File: src/rtl/strip_frame_scheduler_if.sv
// Bus between the strip frame scheduler and its two frame buffers / LED encoder.
interface strip_frame_scheduler_if #(parameter int AW = 4);
    logic [1:0]    req;
    logic [1:0]    grant;
    logic [AW-1:0] rd_addr;
    logic [23:0]   rd_data0;
    logic [23:0]   rd_data1;
    logic [23:0]   pixel_out;
    logic          pixel_valid;
    logic          pixel_ready;
    logic          sending_data;
    logic          frame_done;
    logic          busy;

    modport master (
        input  req, rd_data0, rd_data1, pixel_ready,
        output grant, rd_addr, pixel_out, pixel_valid, sending_data, frame_done, busy
    );

    modport slave (
        output req, rd_data0, rd_data1, pixel_ready,
        input  grant, rd_addr, pixel_out, pixel_valid, sending_data, frame_done, busy
    );
endinterface

File: src/rtl/strip_frame_scheduler.sv
// Two-requester round-robin LED strip frame scheduler: streams LENGTH pixels in
// {G,R,B} order from the granted buffer, then holds the line idle for the latch gap.
//   state   | meaning
//   IDLE    | no frame owned; waiting for any req bit
//   FETCH   | rd_addr presented, waiting for the buffer read data
//   PRESENT | pixel_out valid, waiting for pixel_ready
//   LATCH   | line idle for LATCH_CYCLES cycles, then frame_done
module strip_frame_scheduler #(
    parameter int LENGTH       = 10,
    parameter int LATCH_CYCLES = 6000,
    parameter int AW           = (LENGTH > 1) ? $clog2(LENGTH) : 1
) (
    input logic clk,
    input logic reset,
    strip_frame_scheduler_if.master bus
);
    localparam int CW = (LATCH_CYCLES > 1) ? $clog2(LATCH_CYCLES) : 1;
    localparam logic [AW-1:0] LAST_ADDR  = AW'(LENGTH - 1);
    localparam logic [CW-1:0] LATCH_LOAD = CW'(LATCH_CYCLES - 1);

    typedef enum logic [1:0] {IDLE, FETCH, PRESENT, LATCH} state_t;

    state_t        state;
    logic          fetch_wait;
    logic          last_grant;
    logic          next_winner;
    logic [CW-1:0] latch_cnt;

    function automatic logic [23:0] to_grb(input logic [23:0] rgb);
        return {rgb[15:8], rgb[23:16], rgb[7:0]};
    endfunction

    // Tie goes to whichever requester was not served last.
    always_comb begin
        next_winner = 1'b0;
        if (bus.req == 2'b10)
            next_winner = 1'b1;
        else if (bus.req == 2'b11)
            next_winner = ~last_grant;
    end

    always_ff @(posedge clk) begin
        if (reset) begin
            state            <= IDLE;
            fetch_wait       <= 1'b0;
            last_grant       <= 1'b1;
            latch_cnt        <= '0;
            bus.grant        <= 2'b00;
            bus.rd_addr      <= '0;
            bus.pixel_out    <= '0;
            bus.pixel_valid  <= 1'b0;
            bus.sending_data <= 1'b0;
            bus.frame_done   <= 1'b0;
            bus.busy         <= 1'b0;
        end else begin
            bus.frame_done <= 1'b0;
            case (state)
                IDLE: begin
                    if (|bus.req) begin
                        bus.grant        <= next_winner ? 2'b10 : 2'b01;
                        last_grant       <= next_winner;
                        bus.rd_addr      <= '0;
                        fetch_wait       <= 1'b1;
                        bus.sending_data <= 1'b1;
                        bus.busy         <= 1'b1;
                        state            <= FETCH;
                    end
                end
                FETCH: begin
                    // The buffers are synchronous reads: data for rd_addr lands one
                    // cycle after it is presented, so the capture waits that cycle out.
                    if (fetch_wait) begin
                        fetch_wait <= 1'b0;
                    end else begin
                        bus.pixel_out   <= to_grb(bus.grant[1] ? bus.rd_data1 : bus.rd_data0);
                        bus.pixel_valid <= 1'b1;
                        state           <= PRESENT;
                    end
                end
                PRESENT: begin
                    if (bus.pixel_ready) begin
                        bus.pixel_valid <= 1'b0;
                        if (bus.rd_addr == LAST_ADDR) begin
                            bus.sending_data <= 1'b0;
                            latch_cnt        <= LATCH_LOAD;
                            state            <= LATCH;
                        end else begin
                            bus.rd_addr <= bus.rd_addr + AW'(1);
                            fetch_wait  <= 1'b1;
                            state       <= FETCH;
                        end
                    end
                end
                LATCH: begin
                    if (latch_cnt == '0) begin
                        bus.frame_done <= 1'b1;
                        bus.grant      <= 2'b00;
                        bus.busy       <= 1'b0;
                        state          <= IDLE;
                    end else begin
                        latch_cnt <= latch_cnt - CW'(1);
                    end
                end
                default: state <= IDLE;
            endcase
        end
    end
endmodule
File: src/flat_wrapper.sv
// flat-port wrapper written by rule: the top's interface ports become plain ports
module strip_frame_scheduler_flat 
#(
    parameter int LENGTH       = 10,
    parameter int LATCH_CYCLES = 6000,
    parameter int AW           = (LENGTH > 1) ? $clog2(LENGTH) : 1
)
  (clk, reset, bus_req, bus_rd_data0, bus_rd_data1, bus_pixel_ready, bus_grant, bus_rd_addr, bus_pixel_out, bus_pixel_valid, bus_sending_data, bus_frame_done, bus_busy);
  strip_frame_scheduler_if #(.AW(AW)) bus_i ();
  input logic clk;
  input logic reset;
  input wire logic [$bits(bus_i.req)-1:0] bus_req;
  input wire logic [$bits(bus_i.rd_data0)-1:0] bus_rd_data0;
  input wire logic [$bits(bus_i.rd_data1)-1:0] bus_rd_data1;
  input wire logic [$bits(bus_i.pixel_ready)-1:0] bus_pixel_ready;
  output wire logic [$bits(bus_i.grant)-1:0] bus_grant;
  output wire logic [$bits(bus_i.rd_addr)-1:0] bus_rd_addr;
  output wire logic [$bits(bus_i.pixel_out)-1:0] bus_pixel_out;
  output wire logic [$bits(bus_i.pixel_valid)-1:0] bus_pixel_valid;
  output wire logic [$bits(bus_i.sending_data)-1:0] bus_sending_data;
  output wire logic [$bits(bus_i.frame_done)-1:0] bus_frame_done;
  output wire logic [$bits(bus_i.busy)-1:0] bus_busy;
  assign bus_i.req = bus_req;
  assign bus_i.rd_data0 = bus_rd_data0;
  assign bus_i.rd_data1 = bus_rd_data1;
  assign bus_i.pixel_ready = bus_pixel_ready;
  assign bus_grant = bus_i.grant;
  assign bus_rd_addr = bus_i.rd_addr;
  assign bus_pixel_out = bus_i.pixel_out;
  assign bus_pixel_valid = bus_i.pixel_valid;
  assign bus_sending_data = bus_i.sending_data;
  assign bus_frame_done = bus_i.frame_done;
  assign bus_busy = bus_i.busy;
  strip_frame_scheduler #(.LENGTH(LENGTH), .LATCH_CYCLES(LATCH_CYCLES), .AW(AW)) u_core (.clk(clk), .reset(reset), .bus(bus_i));
endmodule
File: config.mk
export PLATFORM = sky130hd
export DESIGN_NAME = strip_frame_scheduler_flat
export DESIGN_NICKNAME = d
export VERILOG_FILES = /design/src/rtl/strip_frame_scheduler_if.sv /design/src/rtl/strip_frame_scheduler.sv /design/src/flat_wrapper.sv
export SDC_FILE = /design/constraint.sdc
export NUM_CORES = 1
export LEC_CHECK = 0
export CELL_PAD_IN_SITES_DETAIL_PLACEMENT = 1
export CELL_PAD_IN_SITES_GLOBAL_PLACEMENT = 1
export CORE_MARGIN = 2
export CORE_UTILIZATION = 35
export DETAILED_ROUTE_END_ITERATION = 10
export GPL_ROUTABILITY_DRIVEN = 0
export PLACE_DENSITY = 0.95
export SLEW_MARGIN = 20
export SYNTH_ARGS = -nofsm -noshare
export SYNTH_HDL_FRONTEND = slang
export SYNTH_SLANG_ARGS = --single-unit
File: constraint.sdc
create_clock -name clk -period 3.6 [get_ports clk]
set_input_delay 0.9 -clock clk [delete_from_list [all_inputs] [get_ports clk]]
set_output_delay 0.9 -clock clk [all_outputs]
set_load 0.02 [all_outputs]
==> out/metrics.yaml, run 1 <==
global_route:
  grt_pass1_vias: 2730
  overflow: 0
  grt_max_degree: 49
  grt_pass1_wl_um: 13500
  grt_usage_pct: 22.9
  grt_antenna_before_repair: 0
yosys:
  synthCells: 271
  ys_warn_count: 0
  syn_nets: 328
  synth_edf_count: 0
  synthFlopType: "dfxtp_1"
  synth.distinct_cells: 49
  yosysTopAreaCellShare_pct: 41.3
  synth.avg_cell_area_um2: 9.11
  synth_top_area_cell: "dfxtp_1"
  synth_seq_cells: 51
  synthArstFlopShare_pct: 0
  netlist_area_um2: 2470
  ys_seq_area_share_pct: 41.3
  synth_area_leaders: "dfxtp_1 41%, mux2i_1 9.7%, a211oi_1 7.9%"
sta:
  slew_violations: 0
  fin_crit_sh_pct: 70.3
  rsz0062_at_grt: "no"
  fin_crit_ps: 2530
  finalSetupViolations: 0
  fin_worst_skew_ps: 8.03
  finalSetupTns_ps: 0
  tightest_slew_ps: 676
  maxSlewHeadroom_pct: 54.6
  max_freq_mhz: 395
  timing_hold_violations_final: 0
power:
  seq_power_share_pct: 43.0
  power.share.clock_pct: 20.5
  p_int_mw: 1.04
  sw_frac_of_total_pct: 36.0
  powerDensity_nw_per_um2: 465
  power_leakage_nw: 1.24
  switching_power_mw: 0.587
  combPwrFrac_pct: 36.5
  peakVddDrop_mv: 0.241
layout:
  nFillCells: 795
  post_route_cells_drive_above_1_share_pct: 5.68
  fin_area_um2: 3500
  syn_to_final_growth_pct: 41.7
  antenna_cells: 0
  final_cells: 448
  nets: 408
worst_setup_path:
  worstPathArrival_ps: 2750
  cp-end-kind: "flop"
  r2r_start: "u_core.latch_cnt[0]"
  crit_type: "primary input to flop"
  path_max_fanout: 11
  worstSetupStartpoint: "bus_pixel_ready"
  start_kind: "primary input"
  r2r_cells: 6
  crit_required_ps: 3820
floorplan:
  start_util_pct: 36.4
  num_io_pins: 87
  num_rows: 30
  coreArea_um2: 6790
  fp.dieW_um: 88.0
  dieArea_um2: 7740
  dieHeight_um: 88.0
cts:
  post_cts_resized: 0
  cts.sinks: 51
  ctsLongestPathBuffers: 2
  cts-root-buf: "clkbuf_8"
  numCtsBuffers: 5
  cts_hold_buf: 0
  cts_tree: "yes"
  clkTransAtPathRegs_ps: 90
  cts_setup_buffers: 0
  clock_latency_ps: 310
  htreeDepth: 2
min_path:
  hp-class: "flop to flop"
  hold_depth: 2
  min_from: "u_core.bus.busy"
detailed_routing:
  via_per_inst: 5.54
  ant_nets: 0
  drc_errors: 0
  avgRoutedWirePerCell_um: 19.5
  first_iter_violations: 86
  wl_um: 8720
  vias: 2480
  first_pass_iters: 4
place:
  place_inst: 440
  place_area_um2: 3410
  port_buffers: 86
  hpwl_um: 6500
run:
  max_cap_viol_count: 0
run_status:
  status: "finished clean"
final timing paths:
kind         slack, ps                  end
max reg2reg       1420  u_core.latch_cnt[3]
min reg2reg        470      u_core.bus.busy
min                470      u_core.bus.busy
max               1070  u_core.latch_cnt[3]
metal layers:
| metal | GRT usage (%) | part of all wire (%) | up-vias |
|---|---|---|---|
| met5 | 0 | 0 | - |
| met4 | 10.9 | 3.4 | 0 |
| met3 | 4.71 | 5.0 | 25 |
| met2 | 42.7 | 53 | 74 |
| met1 | 24.3 | 38 | 1193 |
| li1 | - | - | 1188 |
synthesized netlist by cell type, drive strengths merged (5+ instances only):
cell type / count
nor2: 32
a31oi: 9
inv: 11
a21oi: 11
dfxtp: 51
nand4: 5
nand2: 11
mux2i: 24
buf: 8
o21ai: 7
a211oi: 26
clkbuf: 9
or4: 7
critical path, cell delays in order:
cell and delay, ps:
clkdlybuf4s50_1 510, and4b_1 280, o21ai_1 240, or4_1 580, a31oi_1 240
cell usage in the layout, fill, tap and decap left out, drive strengths merged, types with 2 or more instances in the layout:
cell type	instances
nand4	5
o31ai	4
a31o	2
and4	2
a21oi	11
buf	4
nor3	3
o21ai	7
nand2	11
and4b	3
or4b	3
nand3	4
a31oi	9
or4	7
mux2i	24
clkbuf	6
dfxtp	51
a211oi	26
clkdlybuf4s50	86
or2	2
o41ai	4
nor4	3
nor2	32
ha	4
inv	11
or3	4
nand2b	2
a21o	3
logic make-up (layout without fill, tap and decap cells):
group	Yosys count	in the layout	share of synthesized area [%]
AND/OR/NAND/NOR	87	87	20.0
AO/OA/AOI/OAI	75	75	21.5
flip-flops	51	51	41.3
buffers and inverters	28	109	4.56
multiplexers	25	25	10.2
adder cells (fa/ha/maj)	4	4	2.03
XOR/XNOR	1	1	0.355
power groups by stage:
stage          Clock, mW  Sequential (mW)  Combinational [mW]
2_1_floorplan          0            0.758               0.278
3_3_place_gp           0            0.703               0.553
3_5_place_dp           0            0.711               0.586
4_1_cts            0.338            0.700               0.594
5_1_grt            0.365            0.710               0.642
6_report           0.334            0.700               0.594
state kept, by name, indices dropped and copies added (netlist names), 2 cells and up:
| signal | flops |
|---|---|
| u_core.bus.rd_addr | 4 |
| u_core.latch_cnt | 13 |
| u_core.bus.pixel_out | 24 |
| u_core.state | 2 |
| u_core.bus.grant | 2 |
metrics by stage:
| stage | setup WS (ps) | hold WS (ps) | power [mW] | utilization [%] |
|---|---|---|---|---|
| floorplan | 1520 | 438 | 1.04 | - |
| global placement | 772 | 448 | 1.26 | 50.3 |
| detailed placement | 622 | 455 | 1.30 | 50.3 |
| CTS | 867 | 467 | 1.63 | 51.5 |
| global route | 1010 | 482 | 1.72 | 51.5 |
| finish | 1070 | 466 | 1.63 | 51.5 |
cell type report:
class,instances,area (um2),area share [%]
Clock buffer,6,72.6,2.07
Sequential cell,51,1020,29.2
Timing Repair Buffer,90,891,25.5
Multi-Input combinational cell,192,1340,38.3
Inverter,11,41.3,1.18
Clock inverter,2,12.5,0.358
Tap cell,96,120,3.43
No activity file was read; power rests on OpenSTA's default activity.
==> run 2: changes to the inputs <==
- CORE_UTILIZATION: 35 -> 33
- PLACE_DENSITY: 0.95 -> 0.91
- clock period: 3.6 -> 2.4 ns (I/O delays scaled with it)
==> out/metrics.yaml, run 2 (same netlist as run 1, synthesis figures left out) <==
run_status:
  status: "finished clean"
sta:
  tightest_slew_ps: 725  # +48.7 ps
  maxSlewHeadroom_pct: 51.2  # -3.5 points
  rsz0062_at_grt: "no"
  whs_ps: 468  # +2.84 ps
  max_freq_mhz: 477
  fin_crit_sh_pct: 87.3
  fin_worst_skew_ps: 10.7  # +2.71 ps
  fin_crit_ps: 2100
  finalSetupTns_ps: 0  # unchanged
  timing_hold_violations_final: 0  # unchanged
  finalSetupViolations: 0  # unchanged
  slew_violations: 0  # unchanged
detailed_routing:
  via_per_inst: 5.42  # -2.1%
  ant_nets: 0  # unchanged
  drc_errors: 0  # unchanged
  first_pass_iters: 4  # unchanged
  vias: 2483  # +0.12%
  avgRoutedWirePerCell_um: 17.6  # -9.7%
  first_iter_violations: 79  # -8.1%
  wl_um: 8040  # -7.7%
layout:
  antenna_cells: 0  # unchanged
  nFillCells: 847  # +6.5%
  mostFrequentLayoutCells: "86 x clkdlybuf4s50_1, 51 x dfxtp_1, 32 x nor2_1"
  nets: 415  # +1.7%
  largestRegisters: "u_core.bus.pixel_out x24, u_core.latch_cnt x13, u_core.bus.rd_addr x4"
  largest_reg_flops: 24  # unchanged
  syn_to_final_growth_pct: 44.1
  mostFrequentLayoutCell: "clkdlybuf4s50_1"
  multiInputGateArea_um2: 1340  # unchanged
  top_register: "u_core.bus.pixel_out"
  regArea_um2: 1020  # unchanged
  post_route_cells_drive_above_1_share_pct: 7.80  # +2.1 points
power:
  peakVddDrop_mv: 0.228  # -5.5%
  p_int_mw: 1.57  # +51%
  power_leakage_nw: 1.28  # +3.3%
  seq_power_share_pct: 42.8  # -0.2 points
  powerDensity_nw_per_um2: 684  # +47%
  power.share.clock_pct: 20.5  # about the same
  power.total_mw: 2.43  # +49%
  switching_power_mw: 0.862  # +47%
  sw_frac_of_total_pct: 35.4  # -0.63 points
  combPwrFrac_pct: 36.7  # +0.2 points
floorplan:
  num_io_pins: 87  # unchanged
  start_util_pct: 34.1  # -2.3 points
  dieHeight_um: 90.5  # +2.8%
  fp.dieW_um: 90.5  # +2.8%
  dieArea_um2: 8190  # +5.8%
  num_rows: 31  # +3.3%
  coreArea_um2: 7250  # +6.8%
global_route:
  overflow: 0  # unchanged
  grt_pass1_vias: 2522  # -7.6%
  grt_usage_pct: 19.6  # -3.2 points
  grt_pass1_wl_um: 13100  # -2.9%
  grt_max_degree: 50  # +2.0%
  grt_antenna_before_repair: 0  # unchanged
worst_setup_path:
  worstSetupEndpoint: "u_core.latch_cnt[3]"
  worstPathArrival_ps: 2320  # -430 ps
  crit_required_ps: 2620  # -1200 ps
  ff2ff_setup_slack_ps: 300  # -1120 ps
  cp-end-kind: "flop"
  rr_endpoint: "u_core.latch_cnt[3]"
  r2r_start: "u_core.latch_cnt[0]"
  r2r_cells: 6  # unchanged
  worstSetupStartpoint: "u_core.latch_cnt[0]"
  crit_type: "flop to flop"
  start_kind: "flop"
  path_max_fanout: 13  # +2
cts:
  post_cts_resized: 0  # unchanged
  cts_hold_buf: 0  # unchanged
  cts_tree: "yes"
  numCtsBuffers: 5  # unchanged
  cts-root-buf: "clkbuf_8"
  htreeDepth: 2  # unchanged
  cts.sinks: 51  # unchanged
  clkTransAtPathRegs_ps: 100  # about the same
  clock_latency_ps: 310  # about the same
  ctsLongestPathBuffers: 2  # unchanged
  cts_setup_buffers: 0  # unchanged
place:
  hpwl_um: 6200  # -4.6%
  port_buffers: 86  # unchanged
min_path:
  hold_depth: 2  # unchanged
  hp-class: "flop to flop"
run:
  max_cap_viol_count: 0  # unchanged
[run 2: cell types whose count changed in the layout (fill, tap and decap cells not counted), sizes merged]
| cell | delta |
|---|---|
| clkinvlp | -1 |
| inv | +1 |
| buf | +7 |
| clkbuf | -1 |
| clkinv | +1 |
[run 2: worst min path at each step]
stage | start | to
6_report | u_core.bus.busy | u_core.bus.busy
5_1_grt | u_core.bus.busy | u_core.bus.busy
3_5_place_dp | u_core.bus.busy | u_core.bus.busy
4_1_cts | u_core.bus.busy | u_core.bus.busy
3_3_place_gp | u_core.bus.busy | u_core.bus.busy
2_1_floorplan | u_core.last_grant | u_core.last_grant
[run 2: power by group through the flow]
stage	combinational, mW	clock (mW)	sequential [mW]
global placement	0.848	0	1.05
finish	0.894	0.499	1.04
floorplan	0.417	0	1.14
detailed placement	0.890	0	1.06
CTS	0.895	0.518	1.04
global route	0.969	0.554	1.06
[run 2: per-layer routing]
layer  global-route usage, %  up-vias  part of all wire, %
met4                    5.13        0                  1.2
li1                        -     1194                    -
met1                    24.2     1195                   45
met3                    4.51       10                  5.9
met5                       0        -                    0
met2                    34.3       84                   48
[run 2: critical path, stage by stage (launching register included)]
cell and delay [ps]:
dfxtp_1 410, inv_1 90, ha_1 250, and3b_1 190, and4_1 340, or4_1 560
a31oi_1 180
[run 2: layout make-up]
type	count	share of cell area (%)
Clock inverter	3	0.527
Sequential cell	51	28.7
Inverter	11	1.16
Clock buffer	5	1.93
Tap cell	99	3.48
Timing Repair Buffer	97	26.5
Multi-Input combinational cell	192	37.7
[run 2: metrics by stage]
stage / setup slack, ps / util [%] / instances / cell area [um2]
after global placement: 83.0 / 47.9 / 450 / 3470
after CTS: 312 / 49.1 / 458 / 3560
after floorplan: 513 / - / 271 / 2470
final: 304 / 49.1 / 458 / 3560
after global routing: 86.2 / 49.1 / 458 / 3560
after detailed placement: 10.1 / 47.9 / 450 / 3470
